### src/rtl/demux2_out_buffer_pkg.sv
// Shared constants for the 1-to-2 demux and its downstream output buffer.
package demux2_out_buffer_pkg;
  localparam int DATA_W        = 16;
  localparam int DEFAULT_DEPTH = 4;

  typedef enum logic {
    CH0 = 1'b0,
    CH1 = 1'b1
  } chan_e;
endpackage

### src/rtl/demux2_out_buffer_fifo.sv
// Per-channel synchronous FIFO with first-word fall-through head output.
module sync_fifo_ch #(
  parameter int W     = 16,
  parameter int DEPTH = 4
) (
  input  logic                     clk,
  input  logic                     rst,
  input  logic                     push,
  input  logic [W-1:0]             push_data,
  input  logic                     pop,
  output logic                     full,
  output logic                     empty,
  output logic [W-1:0]             head,
  output logic [$clog2(DEPTH):0]   count
);
  localparam int AW = $clog2(DEPTH);
  localparam int CW = AW + 1;

  logic [W-1:0]  mem [DEPTH];
  logic [AW-1:0] wptr_reg;
  logic [AW-1:0] rptr_reg;
  logic [CW-1:0] count_reg;
  logic          push_en;
  logic          pop_en;

  assign full    = (count_reg == CW'(DEPTH));
  assign empty   = (count_reg == '0);
  assign push_en = push && !full;
  assign pop_en  = pop && !empty;
  assign count   = count_reg;
  // Head is read combinationally so the word is visible the cycle after its push.
  assign head    = empty ? '0 : mem[rptr_reg];

  always_ff @(posedge clk) begin
    if (push_en && !rst) begin
      mem[wptr_reg] <= push_data;
    end
  end

  always_ff @(posedge clk) begin
    if (rst) begin
      wptr_reg  <= '0;
      rptr_reg  <= '0;
      count_reg <= '0;
    end else begin
      if (push_en) wptr_reg <= wptr_reg + 1'b1;
      if (pop_en)  rptr_reg <= rptr_reg + 1'b1;
      case ({push_en, pop_en})
        2'b10:   count_reg <= count_reg + 1'b1;
        2'b01:   count_reg <= count_reg - 1'b1;
        default: count_reg <= count_reg;
      endcase
    end
  end
endmodule

### src/rtl/demux2_out_buffer.sv
// Routes the active demux output into one of two FIFOs and flags demux misuse.
module demux2_out_buffer
  import demux2_out_buffer_pkg::*;
#(
  parameter int W     = DATA_W,
  parameter int DEPTH = DEFAULT_DEPTH
) (
  input  logic                   clk,
  input  logic                   rst,
  input  logic                   in_valid,
  input  logic                   in_select,
  input  logic [W-1:0]           in_data_0,
  input  logic [W-1:0]           in_data_1,
  output logic                   in_ready,
  output logic                   out0_valid,
  input  logic                   out0_ready,
  output logic [W-1:0]           out0_data,
  output logic                   out1_valid,
  input  logic                   out1_ready,
  output logic [W-1:0]           out1_data,
  output logic [$clog2(DEPTH):0] count0,
  output logic [$clog2(DEPTH):0] count1,
  output logic                   sel_err
);
  logic full0, full1, empty0, empty1;
  logic push0, push1;
  logic sel_err_reg;
  logic unsel_nonzero;

  assign in_ready = (in_select == CH1) ? !full1 : !full0;
  assign push0    = in_valid && in_ready && (in_select == CH0);
  assign push1    = in_valid && in_ready && (in_select == CH1);

  assign unsel_nonzero = (in_select == CH1) ? (in_data_0 != '0) : (in_data_1 != '0);

  always_ff @(posedge clk) begin
    if (rst) begin
      sel_err_reg <= 1'b0;
    end else if (in_valid && unsel_nonzero) begin
      sel_err_reg <= 1'b1;
    end
  end
  assign sel_err = sel_err_reg;

  sync_fifo_ch #(.W(W), .DEPTH(DEPTH)) u_fifo0 (
    .clk       (clk),
    .rst       (rst),
    .push      (push0),
    .push_data (in_data_0),
    .pop       (out0_ready),
    .full      (full0),
    .empty     (empty0),
    .head      (out0_data),
    .count     (count0)
  );

  sync_fifo_ch #(.W(W), .DEPTH(DEPTH)) u_fifo1 (
    .clk       (clk),
    .rst       (rst),
    .push      (push1),
    .push_data (in_data_1),
    .pop       (out1_ready),
    .full      (full1),
    .empty     (empty1),
    .head      (out1_data),
    .count     (count1)
  );

  assign out0_valid = !empty0;
  assign out1_valid = !empty1;
endmodule
### config.mk
export PLATFORM = sky130hd
export DESIGN_NAME = demux2_out_buffer
export DESIGN_NICKNAME = d
export VERILOG_FILES = /design/src/rtl/demux2_out_buffer_pkg.sv /design/src/rtl/demux2_out_buffer_fifo.sv /design/src/rtl/demux2_out_buffer.sv
export SDC_FILE = /design/constraint.sdc
export NUM_CORES = 1
export LEC_CHECK = 0
export BUFFER_PORTS_ARGS = -buffer_cell sky130_fd_sc_hd__buf_2
export CAP_MARGIN = 15
export CORE_AREA = 5 5 84 163
export CTS_CLUSTER_DIAMETER = 40
export DETAILED_ROUTE_END_ITERATION = 12
export DIE_AREA = 0 0 89 168
export PLACE_DENSITY = 0.84
export SYNTH_ARGS = -nofsm -noshare
export SYNTH_HDL_FRONTEND = slang
export SYNTH_HIERARCHICAL = 1
export SYNTH_SLANG_ARGS = --single-unit
### constraint.sdc
create_clock -name clk -period 2.8 [get_ports clk]
set_input_delay 0.28 -clock clk [delete_from_list [all_inputs] [get_ports clk]]
set_output_delay 0.28 -clock clk [all_outputs]
set_load 0.1 [all_outputs]
# == Word level (Yosys, flattened, before mapping) ==
# Memory sizes are Yosys's and may differ from the RTL's. A register that Yosys moved wholly into a read port is not among the register bits.
# Index checks and enable logic that the tools add are counted.
# word_totals
mem_count,2
in_bits,38
ramBits,128
regBits,15
# mem_list
memory,words,width,rd,rd_ports_with_merged_regs,write_ports,line,rtl
u_fifo0.mem,4,16,1,1,1,demux2_out_buffer_fifo.sv:19,logic [W-1:0] mem [DEPTH];
u_fifo1.mem,4,16,1,1,1,demux2_out_buffer_fifo.sv:19,
# op_classes
addsub,8
reduce_logical,21
n_bitwise,1
muxes,14
eq_ne,6
# ops
operator,count
$mux 16,2
$reduce_bool 16->1,2
$pmux 3 s2,2
$logic_and 1x1->1,10
$add 2x1->2 const B,4
$mux 2,4
$add 3x1->3 const B,2
$eq 3x3->1 const B,2
$logic_not 3->1,2
$mux 1,6
$sub 3x1->3 const B,2
$logic_not 1->1,5
$eq 2x1->1 const B,2
$eq 2x2->1 const B,2
$reduce_bool 2->1,2
$not 1->1,1

# == Longest topological paths before layout ==
# Gate-level depths: netlist of run 1.
# logic_depth
word_depth,9
depth_mapped,10

# == Cells and area by module ==
# The synthesis of run 1 kept the hierarchy.
# by_module_without_submodules
module,instances,area_per_inst_um2,seq_area_each_um2,cells_per_inst
sync_fifo_ch,2,3027.9,2102.0,155
demux2_out_buffer,1,155.1,20.0,21

# == Worst setup path before layout of run 1 ==
# No wires, ideal clock.
# synth_path
kind,reg2reg
from,register u_fifo0.count_reg[0] (netlist: u_fifo0/count[0])
to,"memory u_fifo0.mem[1][0], enable pin"
setup_time_ns,0.413
n_path_buf,1
arrival_ns,2.955
required_time_ns,2.387
path_slack_ns,-0.568
stages_incl_launch_ff,6
path_cell_list,dfxtp_1 -> nor3b_2 -> nor3b_1 -> nand2b_1 -> buf_2 -> nor3b_1
# synth_via
elab_chain_len,9
# synth_rtl
item,line,rtl
from (decl),demux2_out_buffer_fifo.sv:22,logic [CW-1:0] count_reg;
from (signal assigned),demux2_out_buffer_fifo.sv:49,2'b10: count_reg <= count_reg + 1'b1;
from (signal assigned),demux2_out_buffer_fifo.sv:50,2'b01: count_reg <= count_reg - 1'b1;
from (signal assigned),demux2_out_buffer_fifo.sv:51,default: count_reg <= count_reg;
$eq 3x3->1,demux2_out_buffer_fifo.sv:26,assign full = (count_reg == CW'(DEPTH));
named net full0,demux2_out_buffer.sv:25,"logic full0, full1, empty0, empty1;"
$logic_not 1->1,demux2_out_buffer.sv:30,assign in_ready = (in_select == CH1) ? !full1 : !full0;
$mux 1,demux2_out_buffer.sv:30,
$logic_and 1x1->1 (2 in a row),demux2_out_buffer.sv:31,assign push0 = in_valid && in_ready && (in_select == CH0);
named net push0,demux2_out_buffer.sv:26,"logic push0, push1;"
$logic_and 1x1->1,demux2_out_buffer_fifo.sv:28,assign push_en = push && !full;
$logic_and 1x1->1,demux2_out_buffer_fifo.sv:35,if (push_en && !rst) begin
$mux 1,demux2_out_buffer_fifo.sv:35,
$mux 1 (implied by the code),demux2_out_buffer_fifo.sv:36,mem[wptr_reg] <= push_data;
to (decl),demux2_out_buffer_fifo.sv:19,
# The timed path passes the listed nets, and every way through them passes these cells.

# == Worst setup path after layout of run 1 ==
# layout_path
from,register u_fifo1.count_reg[1] (netlist: u_fifo1/count[1])
to,register u_fifo1.count_reg[2] (netlist: u_fifo1/count[2])
# layout_via
elab_chain_len,8
elab_cells_between_ends,15
# layout_rtl
item,line,rtl
from (decl),demux2_out_buffer_fifo.sv:22,
from (signal assigned),demux2_out_buffer_fifo.sv:49,
from (signal assigned),demux2_out_buffer_fifo.sv:50,
from (signal assigned),demux2_out_buffer_fifo.sv:51,
$eq 3x3->1 *,demux2_out_buffer_fifo.sv:26,
named net full1,demux2_out_buffer.sv:25,
$logic_not 1->1 *,demux2_out_buffer.sv:30,
$mux 1 *,demux2_out_buffer.sv:30,
$logic_and 1x1->1 * (2 in a row),demux2_out_buffer.sv:32,assign push1 = in_valid && in_ready && (in_select == CH1);
named net push1,demux2_out_buffer.sv:26,
$logic_and 1x1->1 *,demux2_out_buffer_fifo.sv:28,
$eq 2x1->1 or $eq 2x2->1 (tied branches),demux2_out_buffer_fifo.sv:48,"case ({push_en, pop_en})"
$pmux 3 s2 or $reduce_bool 2->1 (tied branches),n/a,
# Mark *: on every way through the listed nets, which the timed path passes. The rest lies on a longest branch.
# A chain may end at the register's enable or synchronous reset.

==> reports/metrics.cfg, run 1 <==
[outcome]
status = completed

[clock_tree]
cts_buffer_depth = 2
cts_setup_buffers = 0
clk_latency_ps = 410
cts_buffers = 17
path_clk_slew_ps = 60
cts_tree = yes
ctsResizeCount = 0
clock_sinks = 147
cts-htree-levels = 4
root_buffer = clkbuf_16
ctsHoldBuffers = 0

[final_layout]
fin_cells = 588
n_antenna_cell = 0
post-route-util_pct = 61.0
mostFrequentLayoutCell = edfxtp_1
drive_above_1_share_pct = 42.6
fin_nets = 478
reg_top3 = u_fifo0/mem: 64 flops, u_fifo1/mem: 64 flops
final_cell_mix = 128 x edfxtp_1, 79 x buf_2, 20 x mux4_2, 20 x nor2b_4, 17 x clkbuf_16
area_growth_pct = 19.7

[critical_path]
worst_setup_path_end_kind = flop
critical_path_class = reg -> reg
worstPathArrival_ps = 2880
start_kind = flop
path_cells = nor3b_2, nor2_1, nand2b_1, ha_1, inv_1, fa_1, xor2_1, or3_1, a21oi_1
cp_slowest_stage_delay_ps = 380
slowest_stage = dfxtp_1
worstPathRequired_ps = 3130
crit_fanout = 6

[timing]
finalSetupViolCount = 0
relSlewSlack_pct = 51.8
finalCriticalPeriod_ps = 2550
rsz0062_at_grt = false
finalMaxSlewViolations = 0
fin_skew_ps = 9.96
fmax_mhz = 391
setup_tns_ps = 0
finalWorstSetupSlack_ps = 245
worst_pin_slew_ps = 722
hold_viol_final = 0
finalCritPeriodShare_pct = 91.2

[hold_path]
hold_class = in -> reg

[synth]
synth_cell_type_count = 30
synth.avg_cell_area_um2 = 18.8
ys_seq_area_share_pct = 68.0
syn_area_mm2 = 0.00621
yosysWarnings = 6
synth-seq-cells = 147
syn_nets = 381
syn_inst = 331

[drt]
drtIter0Drc = 118
wirelength_um = 11400
viasPerCell = 5.47
wl_per_cell_um = 19.4
ant_nets = 0
vias = 3215
drc_errors = 0
drtPass1Iterations = 4

[global_route]
grt_overflow = 0
grt_max_degree = 29
met3_usage_pct = 4.84
grtUsageTotal_pct = 16.5
grt_pass1_wl_um = 18000
grt_pass1_vias = 3450
busiest_layer = met2
globalRouteMet1Util_pct = 17.0
gr-usage-met2_pct = 30.6
antenna_found_initial = 0

[run]
drv_cap = 0

[place]
dp_cells = 556
io_buffers = 79
gp_congestion = 0.780
place_ws_ps = 295
dp_hpwl_um = 8030

[floorplan]
initial_core_util_pct = 50.9
fp.dieW_um = 89
dieArea_mm2 = 0.0150
die_h_um = 168
io_pins = 80
core_area_mm2 = 0.0122
fp-row-count = 57

-- routing by layer --
metal / up-vias / share of wire [%]
met4: 0 / 2.1
li1: 1486 / -
met2: 106 / 58
met1: 1602 / 35
met5: - / 0
met3: 21 / 5.2
-- final timing paths --
kind,start,end,slack [ps],depth (start not counted)
setup / recovery,u_fifo1/count[1],u_fifo1/count[2],250,9
hold / removal,in_data_1[7],u_fifo1/mem[2][7],90,1
setup reg to reg,u_fifo1/count[1],u_fifo1/count[2],250,9
hold reg to reg,sel_err,sel_err,480,2
-- logic make-up (layout without fill, tap and decap cells) --
group / after synthesis / after routing / share of synthesized area [%]
adder cells (fa/ha/maj): 12 / 12 / 2.66
AO/OA/AOI/OAI: 18 / 18 / 1.75
buffers and inverters: 30 / 140 / 2.94
flip-flops: 147 / 147 / 68.0
XOR/XNOR: 6 / 6 / 0.846
AND/OR/NAND/NOR: 83 / 83 / 11.0
multiplexers: 35 / 35 / 12.8
-- through the flow --
stage,instance area (um2),hold slack (ps)
after floorplan,6250,379
after global placement,6830,454
after detailed placement,6830,459
after CTS,7430,67.6
after global routing,7430,69.3
final,7430,90.1
-- worst max-delay path, delay by kind of cell, from the launching register on --
kind            cells  cell delay, ps
buf+inv             1              60
fa+ha+maj           2             630
simple gates        4            1040
xor+xnor            1             150
flops               1             380
compound gates      1             190
-- Yosys cell counts --
master	count	area (um2)
nor2b_4	20	275
nor4b_2	1	15.0
buf_12	2	40.0
nor3_4	2	32.5
nor3b_1	9	67.6
edfxtp_1	128	3840
nand4_1	2	12.5
fa_1	2	40.0
nor2b_1	12	75.1
nor2_1	13	48.8
dfxtp_1	19	380
ha_1	10	125
a21oi_1	8	40.0
buf_2	4	20.0
mux4_1	12	315
nand2b_1	7	43.8
xor2_1	6	52.6
mux2i_1	3	30.0
or3_1	6	37.5
nand2_1	3	11.3
nor3b_2	2	25.0
o21ai_0	6	30.0
mux4_2	20	450
buf_6	4	45.0
inv_1	16	60.1
clkbuf_2	2	10.0
o31ai_1	3	22.5
clkbuf_1	2	7.51
o41ai_2	1	16.3
nor4_1	6	37.5
-- area by class of cell --
class / count / area [um2]
clock buffers: 17 / 425
clock inverters: 15 / 183
fillers: 861 / 4760
inverters: 16 / 60.1
multi-input cells: 154 / 1860
flip-flops and latches: 147 / 4230
well taps: 147 / 184
repair buffers: 92 / 493
Power of run 1 is left out: the tool's default activity adds up to more than one toggle a clock period on the data nets, which glitch-free logic cannot reach.
==> inputs of run 2 (changes only) <==
--- a/config.mk
+++ b/config.mk
@@ -6,12 +6,12 @@
 export NUM_CORES = 1
 export LEC_CHECK = 0
 export BUFFER_PORTS_ARGS = -buffer_cell sky130_fd_sc_hd__buf_2
-export CAP_MARGIN = 15
-export CORE_AREA = 5 5 84 163
+export CAP_MARGIN = 5
+export CORE_AREA = 5 5 82 159
 export CTS_CLUSTER_DIAMETER = 40
 export DETAILED_ROUTE_END_ITERATION = 12
-export DIE_AREA = 0 0 89 168
-export PLACE_DENSITY = 0.84
+export DIE_AREA = 0 0 87 164
+export PLACE_DENSITY = 0.85
 export SYNTH_ARGS = -nofsm -noshare
 export SYNTH_HDL_FRONTEND = slang
 export SYNTH_HIERARCHICAL = 1
==> constraint.sdc (replaced) <==
create_clock -name clk -period 2.5 [get_ports clk]
set_input_delay 0.25 -clock clk [delete_from_list [all_inputs] [get_ports clk]]
set_output_delay 0.25 -clock clk [all_outputs]
set_load 0.1 [all_outputs]
==> reports/metrics.cfg, run 2 (synthesis results as in run 1) <==
[critical_path]
cpLargestDelayFamily = buffers and inverters
worstPathRequired_ps = 2250
worst_setup_path_end_kind = output port
cp_slowest_stage_delay_ps = 600
start_kind = flop
critical_path_class = reg -> out
rr_startpoint = u_fifo1/count[1]
path_buf_inv = 2
path_cells = buf_4, mux4_1, nor2b_1, buf_2
worstPathArrival_ps = 2080
slowest_stage = mux4_1
crit_fanout = 16

[global_route]
gr-usage-met2_pct = 31.6
grt_pass1_wl_um = 17800
grtUsageTotal_pct = 17.1
globalRouteMet1Util_pct = 17.8
grt_pass1_vias = 3523
met3_usage_pct = 4.27
busiest_layer = met2
grt_max_degree = 29
antenna_found_initial = 0
grt_overflow = 0

[floorplan]
fp-row-count = 56
initial_core_util_pct = 53.1
die_h_um = 164
dieArea_mm2 = 0.0143
fp.dieW_um = 87
core_area_mm2 = 0.0117
io_pins = 80

[place]
gp_congestion = 0.752
place_ws_ps = 260
dp_hpwl_um = 8030
io_buffers = 79

[timing]
relSlewSlack_pct = 62.7
finalMaxSlewViolations = 0
rsz0062_at_grt = false
setup_tns_ps = 0
finalCritPeriodShare_pct = 93.3
fin_skew_ps = 9.31
finalSetupViolCount = 0
fmax_mhz = 429
worst_pin_slew_ps = 560
hold_viol_final = 0
finalWorstSetupSlack_ps = 167
finalCriticalPeriod_ps = 2330

[final_layout]
mostFrequentLayoutCell = edfxtp_1
fin_nets = 481
area_growth_pct = 19.4
final_cell_mix = 128 x edfxtp_1, 79 x buf_2, 20 x mux4_2, 20 x nor2b_4, 17 x clkbuf_16
n_antenna_cell = 0
reg_top3 = u_fifo0/mem: 64 flops, u_fifo1/mem: 64 flops
drive_above_1_share_pct = 42.3

[drt]
wirelength_um = 11200
vias = 3233
drtIter0Drc = 153
ant_nets = 0
wl_per_cell_um = 19.0
drtPass1Iterations = 4
viasPerCell = 5.49
drc_errors = 0

[clock_tree]
cts_buffers = 17
path_clk_slew_ps = 60
cts_tree = yes
clock_sinks = 147
root_buffer = clkbuf_16
cts-htree-levels = 4
ctsHoldBuffers = 0
cts_setup_buffers = 0
cts_buffer_depth = 2
ctsResizeCount = 0
clk_latency_ps = 410

[hold_path]
hold_class = in -> reg
hp-start = in_data_1[7]

[run]
drv_cap = 0

[outcome]
status = completed

run 2: final timing paths:
path,cells after the start,end,slack [ps]
hold / removal,1,u_fifo1/mem[0][7],70
hold reg to reg,2,sel_err,480
setup / recovery,4,out1_data[1],170
setup reg to reg,9,u_fifo1/count[2],240
run 2: per-stage QoR:
step | instances | util [%] | area (um2) | hold WS [ps]
after floorplan | 331 | - | 6270 | 349
after global placement | 557 | 58.5 | 6840 | 441
after detailed placement | 557 | 58.5 | 6840 | 455
after CTS | 589 | 63.4 | 7410 | 46.2
after global routing | 589 | 63.4 | 7410 | 53.5
final | 589 | 63.4 | 7410 | 66.4
run 2: routing by layer:
metal / vias to the layer above / part of all wire, %
met3: 13 / 5.4
li1: 1485 / -
met1: 1628 / 35
met2: 107 / 58
met5: - / 0
met4: 0 / 1.4
run 2: worst reg2reg max path: stages, from the launching register on:
cell and delay, ps:
dfxtp_2 360, nor3b_2 310, nor2_1 110, nand2b_1 120, ha_1 190, inv_1 60
fa_1 390, xor2_1 170, or3_1 320, a21oi_1 150
run 2: area by class of cell:
cell class,instances,area [um2]
Fill cell,815,4290
Inverter,16,60.1
Clock inverter,15,148
Clock buffer,17,425
Sequential cell,147,4240
Multi-Input combinational cell,154,1850
Tap cell,145,181
Timing Repair Buffer,95,515
Power of run 2 is left out for the same reason.
==> inputs of run 3 (changes only) <==
--- a/config.mk
+++ b/config.mk
@@ -7,11 +7,11 @@
 export LEC_CHECK = 0
 export BUFFER_PORTS_ARGS = -buffer_cell sky130_fd_sc_hd__buf_2
 export CAP_MARGIN = 5
-export CORE_AREA = 5 5 82 159
+export CORE_AREA = 5 5 85 166
 export CTS_CLUSTER_DIAMETER = 40
 export DETAILED_ROUTE_END_ITERATION = 12
-export DIE_AREA = 0 0 87 164
-export PLACE_DENSITY = 0.85
+export DIE_AREA = 0 0 90 171
+export PLACE_DENSITY = 0.79
 export SYNTH_ARGS = -nofsm -noshare
 export SYNTH_HDL_FRONTEND = slang
 export SYNTH_HIERARCHICAL = 1
==> reports/metrics.cfg, run 3 (synthesis results as in run 1) <==
[clock_tree]
cts_tree = yes
root_buffer = clkbuf_16
clk_latency_ps = 410
cts_buffers = 17
ctsResizeCount = 1
cts_buffer_depth = 2
path_clk_slew_ps = 60
cts-htree-levels = 4
cts_setup_buffers = 0
ctsHoldBuffers = 0
clock_sinks = 147

[critical_path]
slowest_stage = mux4_1
r2r_cells = 9
cp_slowest_stage_delay_ps = 620
path_cells = buf_4, mux4_1, nor2b_1, buf_2
reg2reg_to = u_fifo0/count[2]
critical_path_class = reg -> out
path_buf_inv = 2
start_kind = flop
worst_setup_path_end_kind = output port
cp.depth = 4
worstPathRequired_ps = 2250
rr_startpoint = u_fifo0/count[2]
cpLargestDelayFamily = multiplexers
endpoint = out0_data[3]
worstPathArrival_ps = 2100
crit_fanout = 16
ff2ff_setup_slack_ps = 270

[hold_path]
hold_class = in -> reg
hp-start = in_data_0[9]

[global_route]
grt_pass1_wl_um = 18100
gr-usage-met2_pct = 25.5
globalRouteMet1Util_pct = 18.2
met3_usage_pct = 5.50
grt_overflow = 0
busiest_layer = met2
grt_pass1_vias = 3515
grtUsageTotal_pct = 15.3
grt_max_degree = 29
antenna_found_initial = 0

[floorplan]
fp.dieW_um = 90
die_h_um = 171
initial_core_util_pct = 48.6
dieArea_mm2 = 0.0154
core_area_mm2 = 0.0128
fp-row-count = 59
io_pins = 80

[place]
place_ws_ps = 286
dp_cells = 567
io_buffers = 79
dp_hpwl_um = 7470
gp_congestion = 0.707

[timing]
relSlewSlack_pct = 62.7
finalCriticalPeriod_ps = 2350
finalWorstSetupSlack_ps = 146
finalMaxSlewViolations = 0
finalSetupViolCount = 0
setup_tns_ps = 0
fmax_mhz = 425
worst_pin_slew_ps = 560
hold_viol_final = 0
rsz0062_at_grt = false
finalCritPeriodShare_pct = 94.1
fin_skew_ps = 8.37

[drt]
wl_per_cell_um = 18.6
drtPass1Iterations = 4
drc_errors = 0
wirelength_um = 11100
viasPerCell = 5.32
drtIter0Drc = 213
vias = 3187
ant_nets = 0

[final_layout]
final_cell_mix = 128 x edfxtp_1, 79 x buf_2, 20 x mux4_2, 20 x nor2b_4, 19 x buf_4
n_antenna_cell = 0
reg_top3 = u_fifo0/mem: 64 flops, u_fifo1/mem: 64 flops
fin_nets = 484
fin_cells = 599
area_growth_pct = 20.0
fillers = 969
drive_above_1_share_pct = 42.7
mostFrequentLayoutCell = edfxtp_1

[run]
drv_cap = 0

[outcome]
status = completed

## run 3: changes by cell type in the layout (fill, tap and decap cells not counted), sizes merged
| cell | delta |
|---|---|
| clkinvlp | -1 |
| buf | +3 |
| bufinv | +1 |
| clkbuf | +1 |
| clkinv | +4 |
| inv | -5 |
## run 3: worst min-delay path by stage
| stage | endpoint | slack (ps) | depth (start not counted) |
|---|---|---|---|
| finish | u_fifo0/mem[1][9] | 70 | 1 |
| global route | u_fifo1/mem[1][12] | 60 | 1 |
| CTS | u_fifo0/mem[0][7] | 60 | 1 |
| detailed placement | sel_err | 450 | 2 |
| global placement | sel_err | 440 | 2 |
| floorplan | u_fifo0/mem[0][0] | 350 | 0 |
## run 3: layer usage
layer  vias to the layer above  part of all wire [%]
met3                        11                   6.9
met2                       106                    52
li1                       1497                     -
met4                         0                   1.2
met1                      1573                    40
met5                         -                     0
## run 3: cell type report
class	count	area [um2]	area share, %
inverter	16	60.1	0.806
timing repair buffer	98	538	7.22
clock inverter	14	153	2.05
clock buffer	18	429	5.76
sequential	147	4240	56.8
tap	152	190	2.55
multi-input combinational	154	1850	24.8
## run 3: stage by stage
step           utilization [%]  instance area, um2  hold slack (ps)
2_1_floorplan                -                6270              349
4_1_cts                   58.4                7460             61.3
3_5_place_dp              53.8                6870              454
6_report                  58.4                7460             72.8
5_1_grt                   58.4                7460             56.0
3_3_place_gp              53.8                6870              442
Power of run 3 is left out for the same reason.
